<file path="src/rtl/design_mux_pkg.sv">
// Shared types and helpers for the sequenced pad mux: FSM state encoding,
// the "no design" id and the per-design bus slice extractor.
package design_mux_pkg;

    typedef enum logic [1:0] {
        PARKED     = 2'd0,
        DRAIN      = 2'd1,
        RESET_HOLD = 2'd2,
        ACTIVE     = 2'd3
    } mux_state_e;

    localparam int MAX_ID_W  = 16;
    localparam int MAX_IO_W  = 64;
    localparam int MAX_BUS_W = 1024;

    // All-ones never names a real slot; narrow it with a cast to the local id width.
    localparam logic [MAX_ID_W-1:0] ID_NONE = '1;

    // Slot idx of a bus packed as idx*width +: width; callers cast down to their width.
    function automatic logic [MAX_IO_W-1:0] bus_slice(input logic [MAX_BUS_W-1:0] bus,
                                                       input int unsigned idx,
                                                       input int unsigned width);
        return MAX_IO_W'(bus >> (idx * width));
    endfunction

endpackage

</file>
<file path="src/rtl/design_mux_seq_filter.sv">
// Stability filter: a requested id is accepted only after it has been held
// for STABLE_CYCLES consecutive cycles; glitches shorter than that vanish.
module sel_stable_filter
    import design_mux_pkg::*;
#(
    parameter int W             = 4,
    parameter int STABLE_CYCLES = 4
) (
    input  logic         clk_i,
    input  logic         rst_i,
    input  logic [W-1:0] sel_i,
    output logic [W-1:0] accepted_o,
    output logic         accept_o
);

    localparam logic [7:0] STABLE = 8'(STABLE_CYCLES);

    logic [W-1:0] cand_q, cand_d;
    logic [7:0]   cnt_q, cnt_d;
    logic [W-1:0] accepted_q, accepted_d;

    // NOTE: every output of this block is given a default first, so no path leaves it unassigned and no latch is inferred.
    always_comb begin
        cand_d = cand_q;
        cnt_d  = cnt_q;
        if (sel_i != cand_q) begin
            cand_d = sel_i;
            cnt_d  = 8'd1;
        end else if (cnt_q != STABLE) begin
            cnt_d = cnt_q + 8'd1;
        end
        accept_o   = (cnt_d == STABLE) && ((cnt_q != STABLE) || (sel_i != cand_q));
        accepted_d = accept_o ? cand_d : accepted_q;
    end

    assign accepted_o = accepted_d;

    // NOTE: state registers use non-blocking assignments so all of them sample the same pre-edge values.
    always_ff @(posedge clk_i or posedge rst_i) begin
        if (rst_i) begin
            cand_q     <= '1;
            cnt_q      <= 8'd0;
            accepted_q <= '1;
        end else begin
            cand_q     <= cand_d;
            cnt_q      <= cnt_d;
            accepted_q <= accepted_d;
        end
    end

endmodule

</file>
<file path="src/rtl/design_mux_seq.sv">
// Sequenced pad mux: drains pads, holds the incoming design in reset, then connects it.
// sel_id change to first driven pad is STABLE_CYCLES + GUARD_CYCLES + RST_CYCLES + 1 cycles.
module design_mux_seq
    import design_mux_pkg::*;
#(
    parameter int NUM_DESIGNS   = 4,
    parameter int ID_W          = 4,
    parameter int IO_W          = 38,
    parameter int FIRST_IO      = 8,
    parameter int STABLE_CYCLES = 4,
    parameter int GUARD_CYCLES  = 8,
    parameter int RST_CYCLES    = 16
) (
    input  logic                        wb_clk_i,
    input  logic                        wb_rst_i,
    input  logic [ID_W-1:0]             sel_id,
    input  logic [3:0]                  debug,
    input  logic [IO_W-1:0]             io_in,
    output logic [IO_W-1:0]             io_out,
    output logic [IO_W-1:0]             io_oeb,
    output logic [IO_W-1:0]             des_io_in,
    input  logic [NUM_DESIGNS*IO_W-1:0] des_io_out,
    input  logic [NUM_DESIGNS*IO_W-1:0] des_io_oeb,
    output logic [NUM_DESIGNS-1:0]      des_rst,
    output logic [ID_W-1:0]             active_id,
    output logic                        busy
);

    localparam logic [ID_W-1:0] NONE_ID    = ID_W'(ID_NONE);
    localparam logic [7:0]      GUARD_LOAD = 8'(GUARD_CYCLES - 1);
    localparam logic [7:0]      RST_LOAD   = 8'(RST_CYCLES - 1);
    // Ones on the managed pads, zeros on the always-disabled low pads.
    localparam logic [IO_W-1:0] PAD_MASK   = ~IO_W'((64'd1 << FIRST_IO) - 64'd1);

    mux_state_e             state_q, state_d;
    logic [ID_W-1:0]        target_q, target_d;
    logic [7:0]             phase_q, phase_d;
    logic [IO_W-1:0]        io_out_q, io_out_d, io_oeb_q, io_oeb_d, des_io_in_q;
    logic [NUM_DESIGNS-1:0] des_rst_q, des_rst_d;
    logic [ID_W-1:0]        active_id_q, active_id_d;
    logic                   busy_q, busy_d;

    logic [ID_W-1:0] accepted;
    logic            accept;
    logic            trigger;
    logic            drive;
    logic [IO_W-1:0] sel_out, sel_oeb;
    logic            unused_debug;

    assign unused_debug = ^debug[3:1];

    sel_stable_filter #(
        .W            (ID_W),
        .STABLE_CYCLES(STABLE_CYCLES)
    ) u_filter (
        .clk_i     (wb_clk_i),
        .rst_i     (wb_rst_i),
        .sel_i     (sel_id),
        .accepted_o(accepted),
        .accept_o  (accept)
    );

    // A fresh acceptance that differs from the target restarts the sequence from any state.
    assign trigger = accept && (accepted != target_q);

    always_comb begin
        state_d  = state_q;
        target_d = target_q;
        phase_d  = phase_q;
        if (trigger) begin
            target_d = accepted;
            state_d  = DRAIN;
            phase_d  = GUARD_LOAD;
        end else begin
            case (state_q)
                DRAIN: begin
                    if (phase_q == 8'd0) begin
                        if (32'(target_q) < NUM_DESIGNS) begin
                            state_d = RESET_HOLD;
                            phase_d = RST_LOAD;
                        end else begin
                            state_d = PARKED;
                        end
                    end else begin
                        phase_d = phase_q - 8'd1;
                    end
                end
                RESET_HOLD: begin
                    if (phase_q == 8'd0) state_d = ACTIVE;
                    else                 phase_d = phase_q - 8'd1;
                end
                default: ;
            endcase
        end
    end

    always_comb begin
        sel_out = IO_W'(bus_slice(MAX_BUS_W'(des_io_out), 32'(target_q), IO_W));
        sel_oeb = IO_W'(bus_slice(MAX_BUS_W'(des_io_oeb), 32'(target_q), IO_W));
        // Pads switch to safe on the same edge the FSM leaves ACTIVE, not one later.
        drive    = (state_q == ACTIVE) && (state_d == ACTIVE) && !debug[0];
        io_out_d = drive ? (sel_out & PAD_MASK) : '0;
        io_oeb_d = drive ? (sel_oeb | ~PAD_MASK) : '1;
        for (int d = 0; d < NUM_DESIGNS; d++) begin
            des_rst_d[d] = !((state_d == ACTIVE) && (target_d == ID_W'(d)));
        end
        active_id_d = (state_d == ACTIVE) ? target_d : NONE_ID;
        busy_d      = (state_d == DRAIN) || (state_d == RESET_HOLD);
    end

    always_ff @(posedge wb_clk_i or posedge wb_rst_i) begin
        if (wb_rst_i) begin
            state_q     <= PARKED;
            target_q    <= NONE_ID;
            phase_q     <= 8'd0;
            io_out_q    <= '0;
            io_oeb_q    <= '1;
            des_io_in_q <= '0;
            des_rst_q   <= '1;
            active_id_q <= NONE_ID;
            busy_q      <= 1'b0;
        end else begin
            state_q     <= state_d;
            target_q    <= target_d;
            phase_q     <= phase_d;
            io_out_q    <= io_out_d;
            io_oeb_q    <= io_oeb_d;
            des_io_in_q <= io_in;
            des_rst_q   <= des_rst_d;
            active_id_q <= active_id_d;
            busy_q      <= busy_d;
        end
    end

    assign io_out    = io_out_q;
    assign io_oeb    = io_oeb_q;
    assign des_io_in = des_io_in_q;
    assign des_rst   = des_rst_q;
    assign active_id = active_id_q;
    assign busy      = busy_q;

endmodule

</file>
<file path="config.mk">
export PLATFORM = sky130hd
export DESIGN_NAME = design_mux_seq
export DESIGN_NICKNAME = d
export VERILOG_FILES = /design/src/rtl/design_mux_pkg.sv /design/src/rtl/design_mux_seq_filter.sv /design/src/rtl/design_mux_seq.sv
export SDC_FILE = /design/constraint.sdc
export NUM_CORES = 1
export LEC_CHECK = 0
export ABC_AREA = 1
export CAP_MARGIN = 20
export CORE_AREA = 5 5 180 182
export CTS_CLUSTER_SIZE = 24
export DETAILED_ROUTE_END_ITERATION = 6
export DIE_AREA = 0 0 185 187
export HOLD_SLACK_MARGIN = 0.1
export PLACE_DENSITY = 0.55
export SLEW_MARGIN = 10
export SYNTH_ARGS = -nofsm -noshare
export SYNTH_HDL_FRONTEND = slang
export SYNTH_SLANG_ARGS = --single-unit
export TNS_END_PERCENT = 1
</file>
<file path="constraint.sdc">
create_clock -name wb_clk_i -period 6.7 [get_ports wb_clk_i]
set_clock_uncertainty 0.2 [all_clocks]
set_input_delay 1.005 -clock wb_clk_i [delete_from_list [all_inputs] [get_ports wb_clk_i]]
set_output_delay 1.005 -clock wb_clk_i [all_outputs]
set_load 0.01 [all_outputs]
</file>
After elaboration in Yosys (flattened, before gate mapping)
Cells that the tools add are included.
- register bits after elaboration: 153
- bits of input ports: 352
- output and inout port bits: 123
- add/subtract/negate cells: 2
- multipliers: 1
- $lt $le $gt $ge: 1
- eq/ne operators: 15
- shift operators: 2
- multiplexer cells: 18
- reductions and logical operators: 19
- operators with widths (cell ; number):
    right shift 152 x 10 -> 38 bit ; 2
    2-to-1 mux 38 bit ; 2
    2-to-1 mux 8 bit ; 6
    2-to-1 mux 4 bit ; 4
    case mux 8 bit (2 select lines) ; 1
    multiplier 4 x 5 -> 9 bit (second input constant) ; 1
    adder 8 x 1 -> 8 bit (second input constant) ; 1
    == test 2 bit (second input constant) ; 4
    == test 4 x 2 -> 1 bit (second input constant) ; 2
    == test 8 x 3 -> 1 bit (second input constant) ; 1
    logical AND 1 bit ; 8
    zero test 8 bit ; 1
    2-to-1 mux 2 bit ; 4
    inequality test 4 bit ; 2
    inequality test 8 x 3 -> 1 bit (second input constant) ; 1
    subtractor 8 x 1 -> 8 bit (second input constant) ; 1
    zero test 1 bit ; 5
    == test 2 x 1 -> 1 bit (second input constant) ; 2
    == test 4 x 1 -> 1 bit (second input constant) ; 1
    zero test 4 bit ; 1
    less-than comparator 4 x 3 -> 1 bit (second input constant) ; 1
    inequality test 4 bit (second input constant) ; 1
    case mux 2 bit (2 select lines) ; 1
    inequality test 3 bit (second input constant) ; 1
    other kinds (3) ; 4

Depth between registers and ports, before layout
- word-level depth: 13
- depth in mapped cells: 24
- gate-level depth less buffers: 23

Cells and area by module
A second synthesis with hierarchy kept.
- cell total of the unflattened synthesis: 866
- area total of the unflattened synthesis: 6885.4 um2
- by module, submodules not included (module ; times used ; cells an instance ; area each (um2) ; seq. area each (um2)):
    design_mux_seq ; 1 ; 740 ; 5939.4 ; 3080.5
    sel_stable_filter ; 1 ; 126 ; 945.9 ; 410.4

Worst setup path before layout
OpenSTA, ideal clock, no wires.
- path type: input-to-reg
- start point: input port sel_id[2]
- end point: register io_out_q[10] (netlist: io_out[10])
- arrival: 3.297 ns
- data required time: 6.422 ns
- path slack: 3.125 ns
- stages on the path: 22
- cells stage by stage: inv_2 -> nand2_1 -> nand2_1 -> nor2_2 -> nand4_4 -> nor2_8 -> nand3_4 -> nand2_4 -> nand2_2 -> nand2_2 -> nand2_2 -> nor2_4 -> nand2_4 -> nand2_8 -> nand2_1 -> a21oi_2 -> ha_1 -> nand2_1 -> nor2_1 -> nand2_1 -> clkbuf_1 -> a21oi_1
- cells in the longest elaborated chain, start to end: 12
- RTL lines (element ; RTL line ; RTL):
    start, declared ; design_mux_seq.sv:16 ; input logic [ID_W-1:0] sel_id,
    inequality test 4 bit * ; design_mux_seq_filter.sv:26, design_mux_seq_filter.sv:32 ;
    2-to-1 mux 8 bit ; design_mux_seq_filter.sv:26 ; if (sel_i != cand_q) begin
    == test 8 x 3 -> 1 bit ; design_mux_seq_filter.sv:32 ; accept_o = (cnt_d == STABLE) && ((cnt_q != STABLE) || (sel_i != cand_q));
    logical AND 1 bit ; design_mux_seq_filter.sv:32 ;
    2-to-1 mux 4 bit * ; design_mux_seq_filter.sv:33 ; accepted_d = accept_o ? cand_d : accepted_q;
    net accepted[0] ; design_mux_seq.sv:43 ; logic [ID_W-1:0] accepted;
    inequality test 4 bit * ; design_mux_seq.sv:64 ; assign trigger = accept && (accepted != target_q);
    logical AND 1 bit * ; design_mux_seq.sv:64 ;
    2-to-1 mux 2 bit * ; design_mux_seq.sv:70 ; if (trigger) begin
    net state_d[1] ; design_mux_seq.sv:35 ; mux_state_e state_q, state_d;
    == test 2 bit * ; design_mux_seq.sv:101 ; drive = (state_q == ACTIVE) && (state_d == ACTIVE) && !debug[0];
    logical AND 1 bit * (2 in a row) ; design_mux_seq.sv:101 ;
    2-to-1 mux 38 bit * ; design_mux_seq.sv:102 ; io_out_d = drive ? (sel_out & PAD_MASK) : '0;
    net io_out_d[10] ; design_mux_seq.sv:38 ; logic [IO_W-1:0] io_out_q, io_out_d, io_oeb_q, io_oeb_d, des_io_in_q;
    end signal, assigned ; design_mux_seq.sv:126 ; io_out_q <= io_out_d;
    end, declared ; design_mux_seq.sv:38 ;
Mark *: on every way through the listed nets, which the timed path passes. The rest lies on a longest branch.
A chain may end at the register's enable or synchronous reset.

Worst setup path after layout
- start point: input port sel_id[2]
- end point: register io_out_q[11] (netlist: io_out[11])
Same word-level chain as after synthesis.

==> flow_metrics.env <==
export IMPL_core_area_um2=30400
export IMPL_synth_area_per_cell_um2=8.11
export IMPL_htree_levels=4
export IMPL_cp_data_required_time_ps=6850
export IMPL_post_cts_hold_buffer_count=0
export IMPL_yosys_area_top_type_share_pct=31.6
export IMPL_synthTopCellsByArea="dfrtp_1 32%, dfstp_2 19%, nor2_1 11%"
export IMPL_clock_buffer_depth=2
export IMPL_post_route_min_period_ps=4740
export IMPL_multiInputGateArea_um2=2980
export IMPL_num_antenna_cells=0
export IMPL_detail_route_antenna_nets=0
export IMPL_groute_usage_overall_pct=15.6
export IMPL_period_utilisation_layout_pct=70.8
export IMPL_setup_reg_to_reg_worst_slack_ps=2390
export IMPL_final_critical_path_setup_slack_ps=1960
export IMPL_met3_usage_pct=4.59
export IMPL_worstSetupStartpointType="input port"
export IMPL_async_reset_ff_share_pct=100
export IMPL_crit_top_cell="nand2_1"
export IMPL_drv_slew=0
export IMPL_clk_pin_slew_worst_paths_ps=70
export IMPL_min_delay_path_depth=2
export IMPL_pwr_density_cell_nw_per_um2=229
export IMPL_num_nets_final=1576
export IMPL_final_layout_fill_cell_count=3160
export IMPL_drc=0
export IMPL_clock_fmax_ghz=0.211
export IMPL_std_cell_rows=64
export IMPL_hold_path_end="u_filter.accepted_q[0]$_DFF_PP1_"
export IMPL_grt_overflow_total=0
export IMPL_worst_path_largest_cell_delay_ps=560
export IMPL_cts_tree="done"
export IMPL_antenna_found_initial=3
export IMPL_initial_core_util_pct=22.7
export IMPL_dieArea_um2=34600
export IMPL_rr_worst_depth=22
export IMPL_yosys_cell_types_count=38
export IMPL_max_slew_margin_pct=37.6
export IMPL_stdcell_count=1625
export IMPL_synth_area_um2=6900
export IMPL_timing_critical_path_fanout_max=23
export IMPL_dp_worst_setup_slack_ps=1470
export IMPL_regArea_um2=3490
export IMPL_hold_violations=0
export IMPL_setup_viol_count_final=0
export IMPL_pwr_share_comb_pct=24.2
export IMPL_synthDominantAreaCellType="dfrtp_1"
export IMPL_place_congestion=0.804
export IMPL_later_pin_clock_latency_in_the_skew_report_ps=420
export IMPL_cp_cell_sequence="clkdlybuf4s50_1 > inv_2 > nand2_1 > nand2_1 > nor2_2 > nand4_4 > nor2_8 > nand3_4 > nand2_4 > nand2_2 > nand2_2 > nand2_2 > nor2_4 > nand2_4 > nand2_8 > nand2_1 > a21oi_2 > ha_1 > nand2_1 > nor2_2 > nand2_1 > buf_4 > a21oi_1"
export IMPL_grt_start_max_net_pins=78
export IMPL_setup_tns_final_ps=0
export IMPL_die_w_um=185
export IMPL_drv_max_cap_violation_count=0
export IMPL_r2r_start="u_filter.cnt_q[0]$_DFF_PP0_"
export IMPL_netlist_top_cells_count="198 x nor2_1, 124 x nand2_1, 124 x o21ai_0"
export IMPL_ys_seq_area_share_pct=50.6
export IMPL_vias=7004
export IMPL_detailed_placer_s_ending_hpwl_mm=20.2
export IMPL_vias_per_cell=4.31
export IMPL_use_met1_pct=18.4
export IMPL_crit_buf_inv=3
export IMPL_root_buffer="clkbuf_16"
export IMPL_worst_ir_drop_vdd_mv=0.169
export IMPL_syn_inst=851
export IMPL_tightest_pin_transition_ps=934
export IMPL_p_clk_share_pct=39.1
export IMPL_worst_r2r_endpoint="io_out[11]$_DFF_PP0_"
export IMPL_post_drt_wl_per_cell_um=16.7
export IMPL_met2_capacity_usage_during_global_routing_pct=27.1
export IMPL_crit_path_end_kind="flop"
export IMPL_most_frequently_used_cell_type_in_the_post_synthesis_netlist="nor2_1"
export IMPL_net_switching_component_of_the_power_mw=0.788
export IMPL_cp_top_family="simple AND/OR/NAND/NOR gates"
export IMPL_cpMaxStageDelayCell="clkdlybuf4s50_1"
export IMPL_synth_edf_count=0
export IMPL_hold_path_class="reg2reg"
export IMPL_min_from="u_filter.accepted_q[0]$_DFF_PP1_"
export IMPL_pin_count=475
export IMPL_postSynth_topFlopCell="dfrtp_1"
export IMPL_placed_cells=1593
export IMPL_post_dp_cell_area_um2=11100
export IMPL_first_global_vias=7191
export IMPL_cts_repair_resize_count=0
export IMPL_yosysWarnings=0
export IMPL_detail_route_iter0_violations=264
export IMPL_synth_seq_cells=137
export IMPL_grt_first_pass_wirelength_mm=42.0
export IMPL_drt_wl_total_mm=27.1
export IMPL_status="complete, no violations"
export IMPL_total_leakage_power_nw=4.89
export IMPL_seq_power_share_pct=36.8
export IMPL_detailedRoute_firstPassIterationCount=4
export IMPL_globalRoute_busiestLayer="met2"
export IMPL_power_internal_mw=1.90
export IMPL_critPathKind="in2reg"
export IMPL_clock_sink_count=137
export IMPL_syn_to_final_growth_pct=70.6
export IMPL_cts_buffers_inserted=17
export IMPL_timing_critical_path_arrival_ps=4890
export IMPL_setup_repair_after_global_routing_missed_its_margin="false"
export IMPL_chipHeight_um=187
export IMPL_sw_frac_of_total_pct=29.3
export IMPL_finish_instance_area_um2=11800
export IMPL_postCtsSetupRepairBufs=0
export IMPL_drive_gt1_share_pct=10.9
export IMPL_portBuffers=391
-- through the flow --
stage / hold slack (ps) / utilization [%] / power [mW]
finish: 291 / 38.7 / 2.69
global route: 310 / 38.7 / 2.85
CTS: 295 / 38.7 / 2.74
detailed placement: 285 / 36.6 / 1.66
global placement: 278 / 36.6 / 1.65
floorplan: 272 / - / 1.30
-- worst min-delay path, stage by stage, from the launching register on --
cell     delay (ps)
dfstp_2         380
nand2_4          60
nand2_2          50
-- sequential cells by signal, summed over array words and instances, names as in the netlist --
register,count
des_io_in,38
busy,1
des_rst,4
u_filter.cnt_q,8
state_q,2
phase_q,8
active_id,4
io_out,30
u_filter.accepted_q,4
target_q,4
io_oeb,30
u_filter.cand_q,4
-- cells in the final DEF (no fill, tap or decap), types with 9 or more instances in the layout --
cell type	instances
nand2_1	124
o22ai_1	30
clkdlybuf4s50_1	391
dfrtp_1	87
nand3_1	23
dfstp_2	49
buf_4	9
a21oi_1	31
inv_1	38
nor2_1	196
clkbuf_16	17
o21ai_0	124
conb_1	16
-- worst max-delay path by stage --
stage | startpoint | to | slack, ps | cells after the start
finish | sel_id[2] | io_out[11]$_DFF_PP0_ | 1960 | 23
global route | sel_id[2] | io_out[24]$_DFF_PP0_ | 1540 | 23
CTS | sel_id[2] | io_out[11]$_DFF_PP0_ | 1920 | 23
detailed placement | sel_id[2] | io_out[31]$_DFF_PP0_ | 1470 | 22
global placement | sel_id[3] | io_out[24]$_DFF_PP0_ | 1520 | 21
floorplan | wb_rst_i | busy$_DFF_PP0_ | 1910 | 1
-- per-layer routing --
metal | wire length [um] | up-vias | share of wire [%]
met2 | 14100 | 246 | 52
met4 | 644 | 6 | 2.4
met1 | 10600 | 3255 | 39
li1 | - | 3462 | -
met3 | 1810 | 35 | 6.7
met5 | 40 | - | 0.15
-- area by class of cell --
class	instances	area share (%)
repair buffers	400	33.8
clock inverters	15	1.89
well taps	396	4.21
inverters	46	1.52
multi-input cells	614	25.3
flip-flops and latches	137	29.7
clock buffers	17	3.61
-- power groups by stage --
stage | combinational (mW) | sequential [mW] | clock (mW)
CTS | 0.662 | 0.991 | 1.09
finish | 0.650 | 0.990 | 1.05
global placement | 0.652 | 1.00 | 0
detailed placement | 0.659 | 1.00 | 0
floorplan | 0.276 | 1.02 | 0
global route | 0.720 | 1.00 | 1.13
-- kinds of logic after synthesis --
logic type / count (synthesis) / share of synthesized area, %
buffers and inverters: 114 / 7.11
and+or+nand+nor: 381 / 23.9
xor gates and xnor gates: 7 / 0.889
AOI/OAI and AO/OA: 200 / 15.6
DFF: 137 / 50.6
muxes: 2 / 0.290
other: 2 / 0.109
adders and majority gates: 8 / 1.45
Power figures use the tool's default switching activity.
